File: src/rtl/decrypt_iter.sv
// ============================================================================
// Module      : decrypt_iter
// Description : Iterative one-round-per-cycle decryptor for the 64-bit,
//               10-round nibble cipher, valid/ready on input and output.
// Revision    : 1.0 - initial release
// ============================================================================
`default_nettype none

module decrypt_iter #(
  parameter int NUM_ROUNDS = 10,
  parameter int KEY_ROT    = 4
) (
  input  logic        clk,
  input  logic        rst_n,
  input  logic        in_valid,
  output logic        in_ready,
  input  logic [63:0] ciphertext,
  input  logic [63:0] secret_key,
  output logic        out_valid,
  input  logic        out_ready,
  output logic [63:0] plaintext,
  output logic        busy,
  output logic [3:0]  round_idx
);

  localparam int       c_INIT_ROT = (KEY_ROT * NUM_ROUNDS) % 64;
  localparam int       c_STEP_ROT = (64 - (KEY_ROT % 64)) % 64;
  localparam logic [3:0] c_LAST_ROUND = 4'(NUM_ROUNDS - 1);

  typedef enum logic [1:0] {
    IDLE = 2'd0,
    RUN  = 2'd1,
    DONE = 2'd2
  } state_t;

  state_t      r_state;
  logic [63:0] r_stateReg;
  logic [63:0] r_rkReg;
  logic [63:0] r_keyReg;
  logic [63:0] r_plaintext;
  logic [3:0]  r_roundIdx;
  logic        r_outValid;
  logic        r_inReady;
  logic        r_busy;
  logic [63:0] w_roundOut;

  function automatic logic [63:0] rotl64(input logic [63:0] x, input int n);
    logic [63:0] y;
    y = '0;
    for (int i = 0; i < 64; i++) y[(i + n) % 64] = x[i];
    return y;
  endfunction

  function automatic logic [3:0] invSBox(input logic [3:0] n);
    logic [3:0] r;
    case (n)
      4'h0: r = 4'h2;  4'h1: r = 4'hE;  4'h2: r = 4'h9;  4'h3: r = 4'h5;
      4'h4: r = 4'h3;  4'h5: r = 4'hC;  4'h6: r = 4'h0;  4'h7: r = 4'hA;
      4'h8: r = 4'h7;  4'h9: r = 4'hF;  4'hA: r = 4'h8;  4'hB: r = 4'h1;
      4'hC: r = 4'hB;  4'hD: r = 4'h4;  4'hE: r = 4'hD;  default: r = 4'h6;
    endcase
    return r;
  endfunction

  function automatic logic [63:0] invShiftRows(input logic [63:0] x);
    return {x[51:48], x[63:52], x[39:32], x[47:40], x[27:16], x[31:28], x[15:0]};
  endfunction

  // Inverse round: undo AddRoundKey, then ShiftRows, then SBox.
  always_comb begin
    logic [63:0] w_shifted;
    w_shifted  = invShiftRows(r_stateReg ^ r_rkReg);
    w_roundOut = '0;
    for (int i = 0; i < 16; i++) w_roundOut[4*i +: 4] = invSBox(w_shifted[4*i +: 4]);
  end

  always_ff @(posedge clk or negedge rst_n) begin
    if (!rst_n) begin
      r_state     <= IDLE;
      r_stateReg  <= '0;
      r_rkReg     <= '0;
      r_keyReg    <= '0;
      r_plaintext <= '0;
      r_roundIdx  <= '0;
      r_outValid  <= 1'b0;
      r_inReady   <= 1'b1;
      r_busy      <= 1'b0;
    end else begin
      case (r_state)
        IDLE: begin
          if (in_valid) begin
            r_stateReg <= ciphertext;
            r_keyReg   <= secret_key;
            r_rkReg    <= rotl64(secret_key, c_INIT_ROT);
            r_roundIdx <= '0;
            r_inReady  <= 1'b0;
            r_busy     <= 1'b1;
            r_state    <= RUN;
          end
        end
        RUN: begin
          r_stateReg <= w_roundOut;
          r_rkReg    <= rotl64(r_rkReg, c_STEP_ROT);
          r_roundIdx <= r_roundIdx + 4'd1;
          if (r_roundIdx == c_LAST_ROUND) begin
            // Final whitening with the original key recovers the plaintext.
            r_plaintext <= w_roundOut ^ r_keyReg;
            r_outValid  <= 1'b1;
            r_state     <= DONE;
          end
        end
        DONE: begin
          if (out_ready) begin
            r_outValid <= 1'b0;
            r_inReady  <= 1'b1;
            r_busy     <= 1'b0;
            r_state    <= IDLE;
          end
        end
        default: begin
          r_outValid <= 1'b0;
          r_inReady  <= 1'b1;
          r_busy     <= 1'b0;
          r_state    <= IDLE;
        end
      endcase
    end
  end

  assign in_ready  = r_inReady;
  assign out_valid = r_outValid;
  assign plaintext = r_plaintext;
  assign busy      = r_busy;
  assign round_idx = r_roundIdx;

endmodule

`default_nettype wire
File: config.mk
export PLATFORM = sky130hd
export DESIGN_NAME = decrypt_iter
export DESIGN_NICKNAME = d
export VERILOG_FILES = /design/src/rtl/decrypt_iter.sv
export SDC_FILE = /design/constraint.sdc
export NUM_CORES = 1
export LEC_CHECK = 0
export ABC_CLOCK_PERIOD_IN_PS = 4910
export CORE_MARGIN = 2
export CORE_UTILIZATION = 40
export CTS_BUF_LIST = sky130_fd_sc_hd__clkbuf_8 sky130_fd_sc_hd__clkbuf_16
export CTS_CLUSTER_DIAMETER = 100
export CTS_CLUSTER_SIZE = 30
export DETAILED_ROUTE_END_ITERATION = 10
export MAX_ROUTING_LAYER = met4
export PLACE_DENSITY_LB_ADDON = 0.15
export SLEW_MARGIN = 10
export SYNTH_ARGS = -nofsm -noshare
export SYNTH_HDL_FRONTEND = slang
export SYNTH_SLANG_ARGS = --single-unit
File: constraint.sdc
create_clock -name clk -period 4.91 [get_ports clk]
set_input_delay 1.473 -clock clk [delete_from_list [all_inputs] [get_ports clk]]
set_output_delay 1.473 -clock clk [all_outputs]
set_load 0.03 [all_outputs]
==> insert_results.sql, run 1 <==
INSERT INTO impl_metrics (metric_group, metric, value, unit) VALUES
('placement', 'routabilityCongestion', '0.8824', ''),
('floorplanning', 'die-height', '192.8', 'um'),
('synthesis', 'number_of_enable_flip_flop_cells_after_synthesis', '0', ''),
('clock_tree', 'tritoncts.num_buffers', '14', ''),
('worst_setup_path', 'setup.worst_path.end_class', 'output pin', ''),
('floorplanning', 'initial_utilization', '40.39', '%'),
('cells_and_area', 'antennaDiodeCount', '0', ''),
('detailed_routing', 'viasPerCell', '5.348', ''),
('worst_setup_path', 'cp_data_required_time', '3440', 'ps'),
('clock_tree', 'clkTransAtPathRegs', '110', 'ps'),
('grt', 'antenna_found_initial', '0', ''),
('sta', 'timing_worst_slew_pin_value', '1025', 'ps'),
('synthesis', 'synth-seq-cells', '265', ''),
('synthesis', 'synth.lib_cells_used.distinct', '41', ''),
('synthesis', 'syn_area_per_cell', '9.515', 'sq um'),
('worst_setup_path', 'crit_slowest_cell', 'sky130_fd_sc_hd__clkdlybuf4s50_1', ''),
('sta', 'post-route-period-util', '66.11', '%'),
('floorplanning', 'fp.dieArea', '0.03718', 'sq mm'),
('synthesis', 'synthesis.instances', '1499', ''),
('grt', 'globalRouteTotalUtil', '25.08', '%'),
('worst_setup_path', 'critPathKind', 'flip-flop to output pin', ''),
('cells_and_area', 'most_frequent_cells_in_the_layout', '423 x sky130_fd_sc_hd__nand2_1, 262 x sky130_fd_sc_hd__dfrtp_1, 201 x sky130_fd_sc_hd__clkdlybuf4s50_1, 73 x sky130_fd_sc_hd__xor2_1, 66 x sky130_fd_sc_hd__xnor2_1', ''),
('sta', 'finalCriticalPeriod', '3246', 'ps'),
('floorplanning', 'fp.coreArea', '0.03531', 'sq mm'),
('clock_tree', 'tritoncts', 'built', ''),
('cells_and_area', 'final_net_count', '1838', ''),
('clock_tree', 'cts_root_buffer', 'sky130_fd_sc_hd__clkbuf_16', ''),
('synthesis', 'netlist_area', '0.01426', 'sq mm'),
('sta', 'finalMaxSlewViolations', '0', ''),
('worst_setup_path', 'setup.reg_to_reg.worst_slack', '2130', 'ps'),
('placement', 'place.detailed.hpwl', '32630', 'um'),
('floorplanning', 'placement_rows', '69', ''),
('synthesis', 'commonest_register_cell_after_synthesis', 'sky130_fd_sc_hd__dfrtp_1', ''),
('run_status', 'status', 'finished clean', ''),
('clock_tree', 'clk-insertion-delay-late', '510', 'ps'),
('detailed_routing', 'avgRoutedWirePerCell', '21.25', 'um'),
('worst_setup_path', 'critical_path.cell_chain', 'clkdlybuf4s50_1', ''),
('job', 'max-cap-violations', '0', ''),
('detailed_routing', 'wirelength', '45140', 'um'),
('sta', 'finalClockSkew', '21.15', 'ps'),
('sta', 'unrepaired_setup_endpoints_after_global_routing', 'false', ''),
('clock_tree', 'cts.hold.buffers_added', '0', ''),
('cells_and_area', 'area.growth.synth_to_final', '20.57', '%'),
('min_path', 'min_delay_worst_type', 'flip-flop to flip-flop', ''),
('synthesis', 'syn-num-nets', '1681', ''),
('grt', 'grt_overflow', '0', ''),
('worst_setup_path', 'worst-path-max-fanout', '6', ''),
('detailed_routing', 'drt_pass1_iterations', '5', ''),
('detailed_routing', 'drc_errors', '0', ''),
('clock_tree', 'cts-root-to-sink-buffers', '3', ''),
('sta', 'tns', '0', 'ps'),
('detailed_routing', 'drt_iter0_markers', '1002', ''),
('clock_tree', 'htree_num_levels', '1', ''),
('synthesis', 'post-synth-top-area-cell', 'sky130_fd_sc_hd__dfrtp_1', ''),
('synthesis', 'post-synth-top-area-fraction', '46.32', '%'),
('worst_setup_path', 'timing.critical_path.from_type', 'flip-flop', ''),
('synthesis', 'seq_area_frac_synth', '46.50', '%'),
('grt', 'first_pass_grt_wire_length', '67890', 'um'),
('synthesis', 'postSynth.asyncResetShare', '100.0', '%'),
('floorplanning', 'num_io_pins', '203', ''),
('synthesis', 'synthTopCellsByArea', 'sky130_fd_sc_hd__dfrtp_1 46%, sky130_fd_sc_hd__nand2_1 11%, sky130_fd_sc_hd__xor2_1 4.5%, sky130_fd_sc_hd__mux4_2 4.4%, sky130_fd_sc_hd__ha_1 4.4%', ''),
('clock_tree', 'post_cts_resized', '0', ''),
('clock_tree', 'tritoncts_num_sinks', '265', ''),
('sta', 'worst_slew_margin_rel', '31.42', '%'),
('sta', 'final_hold_viol_count', '0', ''),
('sta', 'max_clock_freq', '0.3081', 'GHz'),
('placement', 'pre_cts_slack', '1318', 'ps'),
('floorplanning', 'die_x', '192.8', 'um'),
('worst_setup_path', 'worstPathArrival', '1770', 'ps'),
('clock_tree', 'post-cts-setup-buffer-count', '0', ''),
('worst_setup_path', 'cp.buffers_inverters', '1', '');
[area by class of cell]
cell class                      count  area, sq um  area share [%]
Clock inverter                      8        83.83          0.4875
Sequential cell                   265         6635           38.58
Multi-Input combinational cell   1095         7084           41.20
Tap cell                          461        576.8           3.354
Timing Repair Buffer              221         2220           12.91
Inverter                           59        221.5           1.288
Clock buffer                       15        375.4           2.183
[routing by layer]
layer  global-route usage [%]  wire [um]  vias up
met5                        -          0        -
met4                    5.608        934        0
met3                    2.491       2392       42
met2                    38.21      20700      355
met1                    36.24      21110     5596
li1                         -          -     5366
[metrics by stage]
step / instances / cell area, sq um / hold WS (ps) / util (%)
6_report: 2124 / 17200 / 488.4 / 48.70
5_1_grt: 2124 / 17200 / 514.1 / 48.70
4_1_cts: 2124 / 17200 / 496.3 / 48.70
3_5_place_dp: 2101 / 16740 / 470.8 / 47.40
3_3_place_gp: 2101 / 16740 / 461.6 / 47.40
2_1_floorplan: 1499 / 14260 / 465.5 / -
[sequential cells by signal, summed over array words and instances, names as in the netlist]
| register | cells |
|---|---|
| plaintext | 64 |
| busy | 1 |
| r_keyReg | 64 |
| r_state | 2 |
| r_stateReg | 64 |
| r_rkReg | 64 |
| round_idx | 4 |
| out_valid | 1 |
| in_ready | 1 |
[tightest hold or removal path, delay by kind of cell, from the launching register on]
family	cells	cell delay, ps
simple gates	1	40
compound gates	1	60
flops	1	360
[cells in the mapped netlist (all sizes together), types with 2 or more instances]
cell type,count
a21oi,52
o21ai,68
a22oi,16
inv,59
dfrtp,264
mux2i,32
nor2,46
a211oi,24
nand2b,2
clkbuf,47
nand2,423
or2,9
o211ai,8
nor2b,45
ha,50
nor4b,8
mux4,32
a211o,8
a31oi,23
a221o,17
nand3,56
buf,33
a2111oi,8
xnor2,72
nor4,8
xor2,73
o221ai,10
[kinds of logic after synthesis]
kind of cell / synth area share [%]
compound gates: 10.69
xor+xnor: 9.220
fa+ha+maj: 4.386
buf+inv: 3.983
flops: 46.50
mux: 7.404
simple gates: 17.81
[worst paths after layout]
path | start | to | cells past startpoint
max in group asynchronous | rst_n | r_keyReg[0] | 2
hold reg to reg | plaintext[53] | plaintext[53] | 2
hold / removal | plaintext[53] | plaintext[53] | 2
setup / recovery | round_idx[0] | round_idx[0] | 1
min in group asynchronous | rst_n | plaintext[44] | 1
setup reg to reg | r_state[1] | r_rkReg[26] | 6
Power of run 1 is left out: the tool's default activity adds up to more than one toggle a clock period on the data nets, which glitch-free logic cannot reach.
==> run 2, diff against run 1 <==
--- a/config.mk
+++ b/config.mk
@@ -5,7 +5,7 @@
 export SDC_FILE = /design/constraint.sdc
 export NUM_CORES = 1
 export LEC_CHECK = 0
-export ABC_CLOCK_PERIOD_IN_PS = 4910
+export ABC_CLOCK_PERIOD_IN_PS = 2950
 export CORE_MARGIN = 2
 export CORE_UTILIZATION = 40
 export CTS_BUF_LIST = sky130_fd_sc_hd__clkbuf_8 sky130_fd_sc_hd__clkbuf_16
==> constraint.sdc (replaced) <==
create_clock -name clk -period 2.95 [get_ports clk]
set_input_delay 0.885 -clock clk [delete_from_list [all_inputs] [get_ports clk]]
set_output_delay 0.885 -clock clk [all_outputs]
set_load 0.03 [all_outputs]
==> run 2 against run 1 <==
Via count grew 1.2%. Wire length grew 1.3%. Register-to-register slack lost 1500 ps. Design area grew 0.96%. Clock skew grew 4.7 ps. Non-clock buffer count grew 16. Cell count grew 0.71%. Critical path type unchanged.
==> insert_results.sql, run 2 (synthesis gave the netlist of run 1 again) <==
INSERT INTO impl_metrics (metric_group, metric, value, unit) VALUES
('sta', 'finalMaxSlewViolations', '0', ''),
('detailed_routing', 'viasPerCell', '5.373', ''),
('placement', 'io_buffers', '202', ''),
('detailed_routing', 'drc_errors', '0', ''),
('cells_and_area', 'post_route_cells_drive_above_1_share', '6.436', '%'),
('floorplanning', 'die_x', '192.8', 'um'),
('worst_setup_path', 'critPathKind', 'flip-flop to output pin', ''),
('detailed_routing', 'vias', '11490', ''),
('worst_setup_path', 'crit_slowest_cell', 'sky130_fd_sc_hd__clkdlybuf4s50_1', ''),
('grt', 'first_pass_grt_wire_length', '68740', 'um'),
('floorplanning', 'fp.coreArea', '0.03531', 'sq mm'),
('worst_setup_path', 'timing.critical_path.from_type', 'flip-flop', ''),
('cells_and_area', 'mostFrequentLayoutCell', 'sky130_fd_sc_hd__nand2_1', ''),
('cells_and_area', 'final_cell_count_no_fill', '2139', ''),
('floorplanning', 'num_io_pins', '203', ''),
('worst_setup_path', 'cp.buffers_inverters', '1', ''),
('cells_and_area', 'area.growth.synth_to_final', '21.73', '%'),
('clock_tree', 'cts_root_buffer', 'sky130_fd_sc_hd__clkbuf_16', ''),
('sta', 'unrepaired_setup_endpoints_after_global_routing', 'false', ''),
('sta', 'tns', '0', 'ps'),
('cells_and_area', 'antennaDiodeCount', '0', ''),
('worst_setup_path', 'cp_data_required_time', '2070', 'ps'),
('detailed_routing', 'drt_iter0_markers', '907', ''),
('cells_and_area', 'most_frequent_cells_in_the_layout', '423 x sky130_fd_sc_hd__nand2_1, 264 x sky130_fd_sc_hd__dfrtp_1, 201 x sky130_fd_sc_hd__clkdlybuf4s50_1, 73 x sky130_fd_sc_hd__xor2_1, 66 x sky130_fd_sc_hd__xnor2_1', ''),
('sta', 'max_clock_freq', '0.3775', 'GHz'),
('grt', 'globalRouteTotalUtil', '25.55', '%'),
('sta', 'worst_slew_margin_rel', '55.60', '%'),
('grt', 'pin_count_of_the_biggest_net_entering_global_routing', '90', ''),
('run_status', 'status', 'finished clean', ''),
('sta', 'finalClockSkew', '25.81', 'ps'),
('clock_tree', 'cts-root-to-sink-buffers', '3', ''),
('clock_tree', 'post_cts_resized', '0', ''),
('worst_setup_path', 'setup.worst_path.end_class', 'output pin', ''),
('placement', 'place_area', '0.01689', 'sq mm'),
('detailed_routing', 'wirelength', '45720', 'um'),
('sta', 'finalCriticalPeriod', '2649', 'ps'),
('clock_tree', 'clk-insertion-delay-late', '520', 'ps'),
('floorplanning', 'placement_rows', '69', ''),
('worst_setup_path', 'max_stage_delay', '730', 'ps'),
('sta', 'post-route-period-util', '89.80', '%'),
('clock_tree', 'htree_num_levels', '1', ''),
('floorplanning', 'fp.dieArea', '0.03718', 'sq mm'),
('cells_and_area', 'fillers', '3331', ''),
('worst_setup_path', 'cpLargestDelayFamily', 'buffers and inverters', ''),
('worst_setup_path', 'critical_path.cell_chain', 'clkdlybuf4s50_1', ''),
('grt', 'antenna_found_initial', '0', ''),
('placement', 'routabilityCongestion', '0.8621', ''),
('grt', 'first_global_vias', '11080', ''),
('clock_tree', 'tritoncts_num_sinks', '265', ''),
('clock_tree', 'tritoncts.num_buffers', '14', ''),
('clock_tree', 'post-cts-setup-buffer-count', '0', ''),
('detailed_routing', 'antenna_nets_post_route', '0', ''),
('sta', 'timing_worst_slew_pin_value', '665.9', 'ps'),
('cells_and_area', 'final_net_count', '1854', ''),
('sta', 'worst_hold_slack', '369.7', 'ps'),
('job', 'max-cap-violations', '0', ''),
('clock_tree', 'tritoncts', 'built', ''),
('min_path', 'min_delay_worst_type', 'input port to asynchronous set/reset pin', ''),
('clock_tree', 'clkTransAtPathRegs', '120', 'ps'),
('placement', 'placed_cells', '2117', ''),
('detailed_routing', 'avgRoutedWirePerCell', '21.37', 'um'),
('grt', 'grt_overflow', '0', ''),
('floorplanning', 'die-height', '192.8', 'um'),
('placement', 'place.detailed.hpwl', '33930', 'um'),
('clock_tree', 'cts.hold.buffers_added', '0', ''),
('floorplanning', 'initial_utilization', '40.39', '%'),
('worst_setup_path', 'worst-path-max-fanout', '6', ''),
('detailed_routing', 'drt_pass1_iterations', '5', ''),
('worst_setup_path', 'worstPathArrival', '1760', 'ps'),
('cells_and_area', 'postLayoutCellArea', '0.01736', 'sq mm'),
('sta', 'final_hold_viol_count', '0', ''),
('sta', 'finalSetupViolations', '0', '');
-- run 2: cell count changes in the layout (fill, tap and decap cells not counted), sizes merged --
cell,delta
inv,+1
buf,+16
clkbuf,+1
clkinv,-3
-- run 2: cell type report --
| class | count | area (sq um) | share of cell area [%] |
|---|---|---|---|
| inverters | 59 | 221.5 | 1.276 |
| well taps | 461 | 576.8 | 3.322 |
| clock buffers | 16 | 389.1 | 2.241 |
| repair buffers | 237 | 2377 | 13.69 |
| flip-flops and latches | 265 | 6633 | 38.20 |
| multi-input cells | 1095 | 7084 | 40.80 |
| clock inverters | 6 | 80.08 | 0.4612 |
-- run 2: metrics by stage --
step	worst slack [ps]	util, %
final	300.9	49.17
after global routing	254.9	49.17
after CTS	267.4	49.17
after detailed placement	171.0	47.84
after global placement	240.7	47.84
after floorplan	884.9	-
-- run 2: final timing paths --
path                                  to     startpoint  cells past startpoint  slack (ps)
max                         round_idx[0]   round_idx[0]                      1         300
min                        plaintext[42]          rst_n                      1         370
max reg2reg                plaintext[20]    r_rkReg[17]                      6         650
min reg2reg                plaintext[58]  plaintext[58]                      2         490
max in group asynchronous   round_idx[1]          rst_n                      2        1790
min in group clk           plaintext[58]  plaintext[58]                      2         490
-- run 2: worst register-to-register path, cell delays in order, from the launching register on --
cell	delay (ps)
sky130_fd_sc_hd__dfrtp_1	440
sky130_fd_sc_hd__xnor2_1	480
sky130_fd_sc_hd__inv_1	120
sky130_fd_sc_hd__ha_1	230
sky130_fd_sc_hd__mux4_2	530
sky130_fd_sc_hd__xor2_1	280
sky130_fd_sc_hd__o21ai_0	120
-- run 2: routing by layer --
| layer | routed length, um | GRT usage, % | vias to the layer above |
|---|---|---|---|
| met4 | 960 | 5.725 | 0 |
| met3 | 2738 | 2.273 | 49 |
| met1 | 21040 | 36.55 | 5685 |
| met5 | 0 | - | - |
| met2 | 20980 | 39.54 | 371 |
| li1 | - | - | 5388 |
Power of run 2 is left out for the same reason.
==> run 3, diff against run 2 <==
--- a/config.mk
+++ b/config.mk
@@ -6,14 +6,13 @@
 export NUM_CORES = 1
 export LEC_CHECK = 0
 export ABC_CLOCK_PERIOD_IN_PS = 2950
+export CAP_MARGIN = 15
 export CORE_MARGIN = 2
 export CORE_UTILIZATION = 40
 export CTS_BUF_LIST = sky130_fd_sc_hd__clkbuf_8 sky130_fd_sc_hd__clkbuf_16
-export CTS_CLUSTER_DIAMETER = 100
 export CTS_CLUSTER_SIZE = 30
 export DETAILED_ROUTE_END_ITERATION = 10
 export MAX_ROUTING_LAYER = met4
-export PLACE_DENSITY_LB_ADDON = 0.15
 export SLEW_MARGIN = 10
 export SYNTH_ARGS = -nofsm -noshare
 export SYNTH_HDL_FRONTEND = slang
==> run 3 against run 2 <==
Global-route usage fell by 0.22 points. Setup slack got worse by 19 ps. Critical path depth did not move. Core utilization rose by 1.5 points. Wire length fell by 1.5%. Critical path type unchanged. Largest cell class unchanged. Highest routed layer unchanged.
==> insert_results.sql, run 3 (synthesis gave the netlist of run 1 again) <==
INSERT INTO impl_metrics (metric_group, metric, value, unit) VALUES
('grt', 'first_global_vias', '11420', ''),
('worst_setup_path', 'cp.buffers_inverters', '1', ''),
('cells_and_area', 'final_core_utilization', '50.71', '%'),
('clock_tree', 'cts.hold.buffers_added', '0', ''),
('cells_and_area', 'antennaDiodeCount', '0', ''),
('placement', 'place_area', '0.01689', 'sq mm'),
('sta', 'layout_setup_ws', '281.9', 'ps'),
('worst_setup_path', 'worstReg2RegStart', 'r_rkReg[20]', ''),
('sta', 'unrepaired_setup_endpoints_after_global_routing', 'false', ''),
('detailed_routing', 'route.layer.met1.wl', '20470', 'um'),
('cells_and_area', 'mostFrequentLayoutCell', 'sky130_fd_sc_hd__nand2_1', ''),
('clock_tree', 'cts_root_buffer', 'sky130_fd_sc_hd__clkbuf_16', ''),
('worst_setup_path', 'setup.worst_path.end_class', 'output pin', ''),
('placement', 'routabilityCongestion', '0.8649', ''),
('sta', 'finalMaxSlewViolations', '0', ''),
('detailed_routing', 'met2RoutedLength', '20870', 'um'),
('detailed_routing', 'drt_iter0_markers', '868', ''),
('worst_setup_path', 'cpLargestDelayFamily', 'buffers and inverters', ''),
('placement', 'io_buffers', '202', ''),
('cells_and_area', 'area.growth.synth_to_final', '25.54', '%'),
('sta', 'finalClockSkew', '14.23', 'ps'),
('clock_tree', 'clkTransAtPathRegs', '60', 'ps'),
('worst_setup_path', 'crit_slowest_cell', 'sky130_fd_sc_hd__clkdlybuf4s50_1', ''),
('worst_setup_path', 'critPathKind', 'flip-flop to output pin', ''),
('clock_tree', 'clk-insertion-delay-late', '560', 'ps'),
('grt', 'grt_overflow', '0', ''),
('sta', 'tns', '0', 'ps'),
('cells_and_area', 'postLayoutCellArea', '0.01790', 'sq mm'),
('job', 'max-cap-violations', '0', ''),
('cells_and_area', 'final_net_count', '1863', ''),
('placement', 'pre_cts_slack', '264.3', 'ps'),
('grt', 'antenna_found_initial', '0', ''),
('sta', 'final_hold_viol_count', '0', ''),
('worst_setup_path', 'timing.critical_path.from_type', 'flip-flop', ''),
('clock_tree', 'tritoncts_num_sinks', '265', ''),
('detailed_routing', 'viasPerCell', '5.364', ''),
('sta', 'post-route-period-util', '90.44', '%'),
('cells_and_area', 'fillers', '3315', ''),
('sta', 'worst_slew_margin_rel', '60.27', '%'),
('cells_and_area', 'multiInputGateArea', '0.007084', 'sq mm'),
('floorplanning', 'placement_rows', '69', ''),
('sta', 'timing_worst_slew_pin_value', '579.4', 'ps'),
('clock_tree', 'post-cts-setup-buffer-count', '0', ''),
('floorplanning', 'num_io_pins', '203', ''),
('grt', 'first_pass_grt_wire_length', '68780', 'um'),
('detailed_routing', 'avgRoutedWirePerCell', '20.80', 'um'),
('min_path', 'min_delay_worst_type', 'input port to asynchronous set/reset pin', ''),
('placement', 'place.detailed.hpwl', '33170', 'um'),
('sta', 'max_clock_freq', '0.3748', 'GHz'),
('detailed_routing', 'drt_pass1_iterations', '5', ''),
('sta', 'finalCriticalPeriod', '2668', 'ps'),
('clock_tree', 'tritoncts.num_buffers', '30', ''),
('detailed_routing', 'vias', '11610', ''),
('grt', 'pin_count_of_the_biggest_net_entering_global_routing', '70', ''),
('detailed_routing', 'dr_wl_met3', '2442', 'um'),
('detailed_routing', 'top_layer', 'met4', ''),
('floorplanning', 'die_x', '192.8', 'um'),
('worst_setup_path', 'worstPathArrival', '1780', 'ps'),
('cells_and_area', 'sequential_cell_area', '0.006633', 'sq mm'),
('worst_setup_path', 'max_stage_delay', '740', 'ps'),
('floorplanning', 'fp.coreArea', '0.03531', 'sq mm'),
('cells_and_area', 'most_frequent_cells_in_the_layout', '423 x sky130_fd_sc_hd__nand2_1, 264 x sky130_fd_sc_hd__dfrtp_1, 201 x sky130_fd_sc_hd__clkdlybuf4s50_1, 73 x sky130_fd_sc_hd__xor2_1, 66 x sky130_fd_sc_hd__xnor2_1', ''),
('sta', 'finalSetupViolations', '0', ''),
('floorplanning', 'initial_utilization', '40.39', '%'),
('clock_tree', 'post_cts_resized', '0', ''),
('cells_and_area', 'post_route_cells_drive_above_1_share', '7.512', '%'),
('floorplanning', 'fp.dieArea', '0.03718', 'sq mm'),
('clock_tree', 'htree_num_levels', '1', ''),
('detailed_routing', 'wirelength', '45030', 'um'),
('worst_setup_path', 'crit_start', 'round_idx[3]', ''),
('worst_setup_path', 'cp_data_required_time', '2070', 'ps'),
('detailed_routing', 'antenna_nets_post_route', '0', ''),
('floorplanning', 'die-height', '192.8', 'um'),
('clock_tree', 'tritoncts', 'built', ''),
('run_status', 'status', 'finished clean', ''),
('worst_setup_path', 'worst-path-max-fanout', '4', ''),
('worst_setup_path', 'critical_path.cell_chain', 'clkdlybuf4s50_1', ''),
('detailed_routing', 'drc_errors', '0', ''),
('clock_tree', 'cts-root-to-sink-buffers', '3', ''),
('grt', 'globalRouteTotalUtil', '25.33', '%');
run 3: cell types whose count changed in the layout (fill, tap and decap cells not counted):
cell / delta
sky130_fd_sc_hd__clkbuf_16: +16
sky130_fd_sc_hd__buf_4: -11
sky130_fd_sc_hd__clkinvlp_4: +1
sky130_fd_sc_hd__clkbuf_8: +7
sky130_fd_sc_hd__clkinv_4: +1
sky130_fd_sc_hd__buf_12: +4
sky130_fd_sc_hd__inv_8: -2
sky130_fd_sc_hd__inv_1: +6
sky130_fd_sc_hd__inv_16: -1
sky130_fd_sc_hd__bufinv_16: +2
sky130_fd_sc_hd__clkinv_8: -2
sky130_fd_sc_hd__clkinv_2: +5
run 3: per-layer routing:
layer / track usage, % / vias to the layer above
li1: - / 5444
met1: 35.41 / 5732
met2: 39.10 / 364
met3: 2.946 / 73
met4: 6.900 / 0
met5: - / -
run 3: layout make-up:
class	instances	area share, %
well taps	461	3.222
flip-flops and latches	265	37.04
repair buffers	230	13.26
clock inverters	16	0.7198
multi-input cells	1095	39.57
clock buffers	39	4.948
inverters	59	1.237
run 3: through the flow:
| step | hold slack (ps) | instances |
|---|---|---|
| floorplan | 465.5 | 1499 |
| global placement | 460.5 | 2110 |
| detailed placement | 469.8 | 2110 |
| CTS | 270.6 | 2165 |
| global route | 280.5 | 2165 |
| finish | 262.7 | 2165 |
run 3: worst paths after layout:
kind                                 endpoint  slack (ps)  depth (start not counted)
worst max-delay path             round_idx[3]         280                          1
worst min-delay path            plaintext[44]         260                          1
worst max register to register  plaintext[24]         680                          6
worst min register to register  plaintext[52]         470                          2
max in group asynchronous        r_keyReg[23]        1950                          2
min in group clk                plaintext[52]         470                          2
Power of run 3 is left out for the same reason.
